[config.mk]
export PLATFORM = sky130hd
export DESIGN_NAME = sync_fifo_v2
export DESIGN_NICKNAME = d
export VERILOG_FILES = /design/src/rtl/sync_fifo_v2.sv
export SDC_FILE = /design/constraint.sdc
export NUM_CORES = 1
export LEC_CHECK = 0
export ABC_AREA = 0
export CAP_MARGIN = 20
export CORE_ASPECT_RATIO = 0.75
export CORE_MARGIN = 2
export CORE_UTILIZATION = 64
export DETAILED_ROUTE_END_ITERATION = 12
export MAX_ROUTING_LAYER = met4
export PLACE_DENSITY = 0.84
export SYNTH_ARGS = -nofsm -noshare
export SYNTH_HDL_FRONTEND = slang
export SYNTH_SLANG_ARGS = --single-unit
[constraint.sdc]
create_clock -name clk -period 5.8 [get_ports clk]
set_clock_uncertainty 0.2 [all_clocks]
set_input_delay 1.16 -clock clk [delete_from_list [all_inputs] [get_ports clk]]
set_output_delay 1.16 -clock clk [all_outputs]
set_load 0.03 [all_outputs]
[src/rtl/sync_fifo_v2.sv]
// Single-clock FIFO with programmable almost-full/empty levels, occupancy count,
// sticky overflow/underflow flags and a selectable first-word-fall-through read port.
module sync_fifo_v2 #(
   parameter int WIDTH    = 8,
   parameter int DEPTH    = 16,
   parameter int AF_LEVEL = DEPTH - 2,
   parameter int AE_LEVEL = 1,
   parameter int FWFT     = 0
) (
   input  logic                       clk,
   input  logic                       rst,
   input  logic                       w_en,
   input  logic [WIDTH-1:0]           data_in,
   input  logic                       r_en,
   input  logic                       clr_err,
   output logic [WIDTH-1:0]           data_out,
   output logic                       full,
   output logic                       empty,
   output logic                       almost_full,
   output logic                       almost_empty,
   output logic [$clog2(DEPTH):0]     count,
   output logic                       overflow,
   output logic                       underflow
);

   localparam int AW = $clog2(DEPTH);
   localparam int CW = AW + 1;

   logic [WIDTH-1:0] mem_q [DEPTH];
   logic [AW-1:0]    wr_ptr_q, wr_ptr_d;
   logic [AW-1:0]    rd_ptr_q, rd_ptr_d;
   logic [CW-1:0]    count_q, count_d;
   logic [WIDTH-1:0] dout_q, dout_d;
   logic             ovf_q, ovf_d;
   logic             unf_q, unf_d;
   logic             wr_ok, rd_ok;

   assign full         = (count_q == CW'(DEPTH));
   assign empty        = (count_q == '0);
   assign almost_full  = (count_q >= CW'(AF_LEVEL));
   assign almost_empty = (count_q <= CW'(AE_LEVEL));
   assign count        = count_q;
   assign overflow     = ovf_q;
   assign underflow    = unf_q;

   // A write into a full FIFO is still accepted when a read frees the slot on the same edge.
   assign rd_ok = r_en & ~empty;
   assign wr_ok = w_en & (~full | rd_ok);

   always_comb begin
      wr_ptr_d = wr_ok ? wr_ptr_q + AW'(1) : wr_ptr_q;
      rd_ptr_d = rd_ok ? rd_ptr_q + AW'(1) : rd_ptr_q;
      count_d  = count_q;
      case ({wr_ok, rd_ok})
         2'b10:   count_d = count_q + CW'(1);
         2'b01:   count_d = count_q - CW'(1);
         default: count_d = count_q;
      endcase
      dout_d = rd_ok ? mem_q[rd_ptr_q] : dout_q;
      ovf_d  = (ovf_q & ~clr_err) | (w_en & ~wr_ok);
      unf_d  = (unf_q & ~clr_err) | (r_en & empty);
   end

   always_ff @(posedge clk or posedge rst) begin
      if (rst) begin
         wr_ptr_q <= '0;
         rd_ptr_q <= '0;
         count_q  <= '0;
         dout_q   <= '0;
         ovf_q    <= 1'b0;
         unf_q    <= 1'b0;
      end else begin
         wr_ptr_q <= wr_ptr_d;
         rd_ptr_q <= rd_ptr_d;
         count_q  <= count_d;
         dout_q   <= dout_d;
         ovf_q    <= ovf_d;
         unf_q    <= unf_d;
      end
   end

   always_ff @(posedge clk) begin
      if (wr_ok) mem_q[wr_ptr_q] <= data_in;
   end

   // In FWFT mode dout_q keeps the last popped word, shown only while the FIFO is empty.
   generate
      if (FWFT != 0) begin : g_fwft
         assign data_out = empty ? dout_q : mem_q[rd_ptr_q];
      end else begin : g_std
         assign data_out = dout_q;
      end
   endgenerate

endmodule
==> results of run 1 <==
[path summary, 6_finish.rpt]
| check | startpoint | to | slack (ps) | cells after the start |
|---|---|---|---|---|
| worst max register to register | count[1] | mem_q[3][2] | 2300 | 6 |
| worst max-delay path | count[1] | full | 1590 | 5 |
| max in group asynchronous | rst | wr_ptr_q[0] | 3830 | 2 |
| worst min-delay path | data_out[3] | data_out[3] | 300 | 2 |
| min in group asynchronous | rst | underflow | 1030 | 2 |
| worst min register to register | data_out[3] | data_out[3] | 300 | 2 |
[report_power, final]
part	total (µW)	internal, µW	switching [µW]
clock network	1020	623	400
logic	1100	481	614
registers	1460	1340	118
[registers in the layout (all words and copies together), names as in the netlist]
| register | cells |
|---|---|
| overflow | 1 |
| count | 5 |
| underflow | 1 |
| wr_ptr_q | 4 |
| data_out | 8 |
| rd_ptr_q | 4 |
| mem_q | 128 |
[logic make-up after synthesis]
| logic type | Yosys count |
|---|---|
| compound gates | 26 |
| xor+xnor | 10 |
| fa+ha+maj | 11 |
| buf+inv | 29 |
| flops | 151 |
| mux | 50 |
| simple gates | 58 |
[worst min-delay path: cells and delay by family, from the launching register on]
family             cells  cell delay [ps]
and+or+nand+nor        1               60
DFF                    1              340
AOI/OAI and AO/OA      1               60
[metrics by stage]
stage          instance area (µm²)  hold slack, ps  setup WS (ps)  power (µW)  std cells
6_report                      7120             301           1590        3580        515
5_1_grt                       7120             318           1370        3730        515
4_1_cts                       7110             303           1590        3590        512
3_5_place_dp                  6570             274           1350        2560        481
3_3_place_gp                  6570             273           1570        2520        481
2_1_floorplan                 6190             349           2590        2230        335
[final cells by class]
class	count	area, µm²
clock buffers	20	437
inverters	9	33.8
fillers	574	2420
well taps	132	165
multi-input cells	155	1610
repair buffers	37	348
flip-flops and latches	151	4420
clock inverters	11	108
[cell usage in the layout (no fill, tap or decap), types with 4 or more instances in the layout]
master           Yosys  final
nor3_1               5      5
clkbuf_16            0     17
dfrtp_1             23     23
mux2i_1             17     17
nand2_1             22     22
o21ai_0              5      5
edfxtp_1           128    128
mux4_2              32     32
inv_1                9      9
clkdlybuf4s50_1      0     31
clkinv_2             0      4
nor2_1              12     12
ha_1                10     10
xnor2_1             10     10
o221ai_1             7      7
[routing by layer]
metal	wire (µm)	GRT usage, %	up-vias
met3	1100	7.78	21
met4	224	9.42	0
met2	5800	39.5	157
met1	5540	38.6	1658
li1	-	-	1393
met5	0	-	-
==> impl_metrics.csv, run 1 <==
group,metric,value,unit
cells_and_area,layout-drive-gt1-share,18.5,%
synth,synthTopCellsByCount,"edfxtp_1, mux4_2, dfrtp_1",
synth,synthMostInstantiatedCell,"edfxtp_1",
synth,synth_area,6190,µm²
clock_tree,cts_setup_buffers,0,
detailed_routing,wl,12700,µm
synth,synth_top_family_by_area,"multiplexers",
clock_tree,root_buffer,"clkbuf_16",
clock_tree,clockBufferDepth,2,
grt,grt.overflow.total,0,
timing,layout_min_cycle_time,4210,ps
grt,grt_max_degree,35,
detailed_routing,drc_errors,0,
synth,synthXorXnorAreaFrac,1.42,%
synth,synthSimpleGateAreaFrac,4.69,%
timing,drv_slew,0,
grt,grt_pass1_wl,19300,µm
timing,tightest_slew,1000,ps
synth,synthCells,335,
synth,ys_seq_area_share,71.4,%
min_path,hp-class,"flip-flop to flip-flop",
timing,slew_headroom,32.6,%
grt,grt_pass1_vias,3172,
detailed_routing,drt-initial-drc-count,312,
cells_and_area,syn2layout_area_growth,15.2,%
floorplan,die_height,89.1,µm
power_and_ir_drop,peakVddDrop,315,µV
floorplan,start_util,64.8,%
power_and_ir_drop,p_leak,0.00245,µW
floorplan,die_x,118,µm
clock_tree,h-tree-depth,4,
synth,synthMuxAreaShare,14.6,%
detailed_routing,drt_first_pass_iters,6,
clock_tree,clkLatencyLatePin,410,ps
worst_setup_path,crit_path_end_kind,"output pin",
clock_tree,path_clk_slew,60,ps
power_and_ir_drop,cellPowerDensity,503,nW/µm²
worst_setup_path,crit_slowest_cell,"clkdlybuf4s50_1",
timing,fmax,237,MHz
timing,rsz0062_at_grt,"no",
synth,synth_area_leader_cell,"edfxtp_1",
synth,yosysUniqueCellTypes,42,
outcome,outcome,"complete, no violations",
cells_and_area,nets,394,
synth,syn_area_per_cell,18.5,µm²
grt,grt_use_total,27.4,%
synth,synthesis.nets,358,
synth,synth_edf_count,128,
worst_setup_path,path_buf_inv,2,
timing,hold_viol,0,
clock_tree,hold_buffers,0,
synth,ys_warn_count,0,
detailed_routing,dr_total_vias,3229,
worst_setup_path,crit_arrival,2850,ps
job,cap_viol_max_count,0,
detailed_routing,wl_per_cell,24.6,µm
synth,synthAdderAreaFrac,2.18,%
floorplan,coreArea,9540,µm²
worst_setup_path,crit_required,4440,ps
cells_and_area,post-route-util,74.7,%
floorplan,io_pins,32,
placement,hpwl,7940,µm
worst_setup_path,critPathMaxStageDelay,660,ps
clock_tree,cts.sinks,151,
clock_tree,cts_tree,"done",
placement,gp_congestion,0.842,
synth,ys.flop_type,"edfxtp_1",
worst_setup_path,crit_fanout,8,
worst_setup_path,crit_family,"buffers and inverters",
clock_tree,cts-buffers-inserted,17,
floorplan,rows,31,
synth,ys_seq_elements,151,
detailed_routing,antenna_left,0,
timing,final.setup.tns,0,ps
synth,synthArstFlopShare,15.2,%
synth,synthTopCellsByArea,"edfxtp_1, mux4_2, dfrtp_1",
cells_and_area,diodes,0,
timing,period_share,72.6,%
clock_tree,post_cts_resized,0,
worst_setup_path,critPathKind,"flip-flop to output pin",
synth,synth_compound_area_share,3.22,%
floorplan,dieArea,10500,µm²
grt,antenna_found_initial,0,
placement,port_buffers,31,
synth,synth.top_cell.area_share,62.1,%
detailed_routing,viasPerCell,6.27,
timing,setup_viol,0,
worst_setup_path,cp_cell_sequence,"inv_1 > ha_1 > nor3b_1 > and2_1 > clkdlybuf4s50_1",
worst_setup_path,cp-start-kind,"flip-flop",
No activity file was read; power rests on OpenSTA's default activity.
==> run 2, diff against run 1 <==
Settings changed: CORE_UTILIZATION 64 to 54, PLACE_DENSITY 0.84 to 0.76.
Clock period 5.8 ns to 3.85 ns, I/O delays scaled along.
==> impl_metrics.csv, run 2 (synthesis gave the netlist of run 1 again) <==
group,metric,value,unit
outcome,outcome,"complete, no violations",
grt,grt.overflow.total,0,
grt,antenna_found_initial,0,
timing,fmax,280,MHz
detailed_routing,drt-initial-drc-count,260,
timing,slew_headroom,34.3,%
worst_setup_path,crit_arrival,2600,ps
job,cap_viol_max_count,0,
cells_and_area,final_cell_mix,"edfxtp_1, mux4_2, clkdlybuf4s50_1, buf_4, dfrtp_1",
min_path,hp-class,"flip-flop to flip-flop",
worst_setup_path,crit_slowest_cell,"clkdlybuf4s50_1",
worst_setup_path,rr_endpoint,"mem_q[1][4]",
cells_and_area,ff_latch_area,4420,µm²
worst_setup_path,cpMostUsedCell,"inv_1",
power_and_ir_drop,peakVddDrop,503,µV
floorplan,coreArea,11100,µm²
cells_and_area,post-route-util,66.5,%
cells_and_area,nFillCells,736,
clock_tree,h-tree-depth,4,
clock_tree,cts-buffers-inserted,17,
clock_tree,cts.sinks,151,
detailed_routing,wl,12100,µm
worst_setup_path,crit_path_end_kind,"output pin",
cells_and_area,multi_input_area,1610,µm²
cells_and_area,regMostFlops,"mem_q",
floorplan,die_height,96.7,µm
placement,hpwl,7860,µm
floorplan,start_util,55.9,%
cells_and_area,largest_reg_flops,128,
timing,final.setup.tns,0,ps
grt,grt_pass1_vias,3230,
cells_and_area,layout_commonest_cell,"edfxtp_1",
clock_tree,clkLatencyLatePin,430,ps
worst_setup_path,reg2regPathDepth,9,
floorplan,dieArea,12300,µm²
clock_tree,root_buffer,"clkbuf_16",
worst_setup_path,r2r_setup_slack,930,ps
cells_and_area,syn2layout_area_growth,19.0,%
clock_tree,cts_setup_buffers,0,
placement,gp_congestion,0.857,
grt,grt_pass1_wl,18900,µm
placement,port_buffers,31,
clock_tree,post_cts_resized,0,
floorplan,die_x,128,µm
grt,grt_use_total,22.1,%
timing,drv_slew,0,
floorplan,io_pins,32,
detailed_routing,dr_total_vias,3256,
timing,hold_viol,0,
worst_setup_path,cp-start-kind,"flip-flop",
detailed_routing,antenna_left,0,
timing,tightest_slew,985,ps
timing,setup_viol,0,
cells_and_area,nets,414,
timing,period_share,92.8,%
power_and_ir_drop,p_leak,0.00258,µW
timing,layout_min_cycle_time,3570,ps
worst_setup_path,crit_fanout,8,
power_and_ir_drop,cellPowerDensity,747,nW/µm²
worst_setup_path,r2r-start,"count[1]",
detailed_routing,drc_errors,0,
worst_setup_path,crit_required,2880,ps
worst_setup_path,cp_cell_sequence,"inv_1 > ha_1 > or4b_4 > inv_1 > clkdlybuf4s50_1",
cells_and_area,layout-drive-gt1-share,24.3,%
worst_setup_path,endpoint,"empty",
worst_setup_path,critPathMaxStageDelay,660,ps
floorplan,rows,33,
cells_and_area,diodes,0,
clock_tree,clockBufferDepth,2,
worst_setup_path,startpoint,"count[1]",
detailed_routing,wl_per_cell,22.2,µm
clock_tree,cts_tree,"done",
timing,rsz0062_at_grt,"no",
clock_tree,path_clk_slew,70,ps
worst_setup_path,critPathKind,"flip-flop to output pin",
detailed_routing,drt_first_pass_iters,5,
clock_tree,hold_buffers,0,
detailed_routing,viasPerCell,5.99,
grt,grt_max_degree,24,
## run 2: power breakdown
group / internal (µW) / switching, µW / leakage [µW]
clock: 968 / 694 / 0.000287
combinational: 769 / 799 / 0.000862
sequential: 2020 / 248 / 0.00143
total: 3760 / 1740 / 0.00258
## run 2: worst max-delay path: cells and delay by family, from the launching register on
kind / cells / cell delay, ps
simple gates: 1 / 520
fa+ha+maj: 1 / 230
flops: 1 / 470
buf+inv: 3 / 950
## run 2: layout make-up
| type | count | area share, % |
|---|---|---|
| Clock inverter | 15 | 2.26 |
| Timing Repair Buffer | 57 | 7.14 |
| Inverter | 9 | 0.459 |
| Clock buffer | 17 | 5.78 |
| Sequential cell | 151 | 60.0 |
| Multi-Input combinational cell | 155 | 21.9 |
| Tap cell | 140 | 2.38 |
## run 2: routing by layer
layer  global-route usage (%)  vias to the layer above  share of wire, %
li1                         -                     1441                 -
met1                     31.9                     1661                45
met2                     30.6                      136                45
met3                     7.08                       18               7.9
met4                     6.76                        0               1.5
met5                        -                        -                 0
## run 2: worst min-delay path by stage
stage	start	to	slack, ps	cells after the start
global route	data_out[4]	data_out[4]	310	2
CTS	data_out[5]	data_out[5]	290	2
finish	data_out[3]	data_out[3]	290	2
global placement	data_out[5]	data_out[5]	260	2
floorplan	rd_ptr_q[1]	rd_ptr_q[1]	350	3
detailed placement	data_out[3]	data_out[3]	270	2
## run 2: stage by stage
| stage | std cells | hold slack [ps] | instance area [µm²] | worst slack [ps] | power, µW |
|---|---|---|---|---|---|
| after floorplan | 335 | 349 | 6190 | 856 | 3350 |
| after global placement | 511 | 264 | 6740 | 778 | 3820 |
| after detailed placement | 511 | 273 | 6740 | 713 | 3850 |
| after CTS | 543 | 290 | 7330 | 282 | 5520 |
| after global routing | 544 | 309 | 7360 | 160 | 5750 |
| final | 544 | 287 | 7360 | 276 | 5500 |
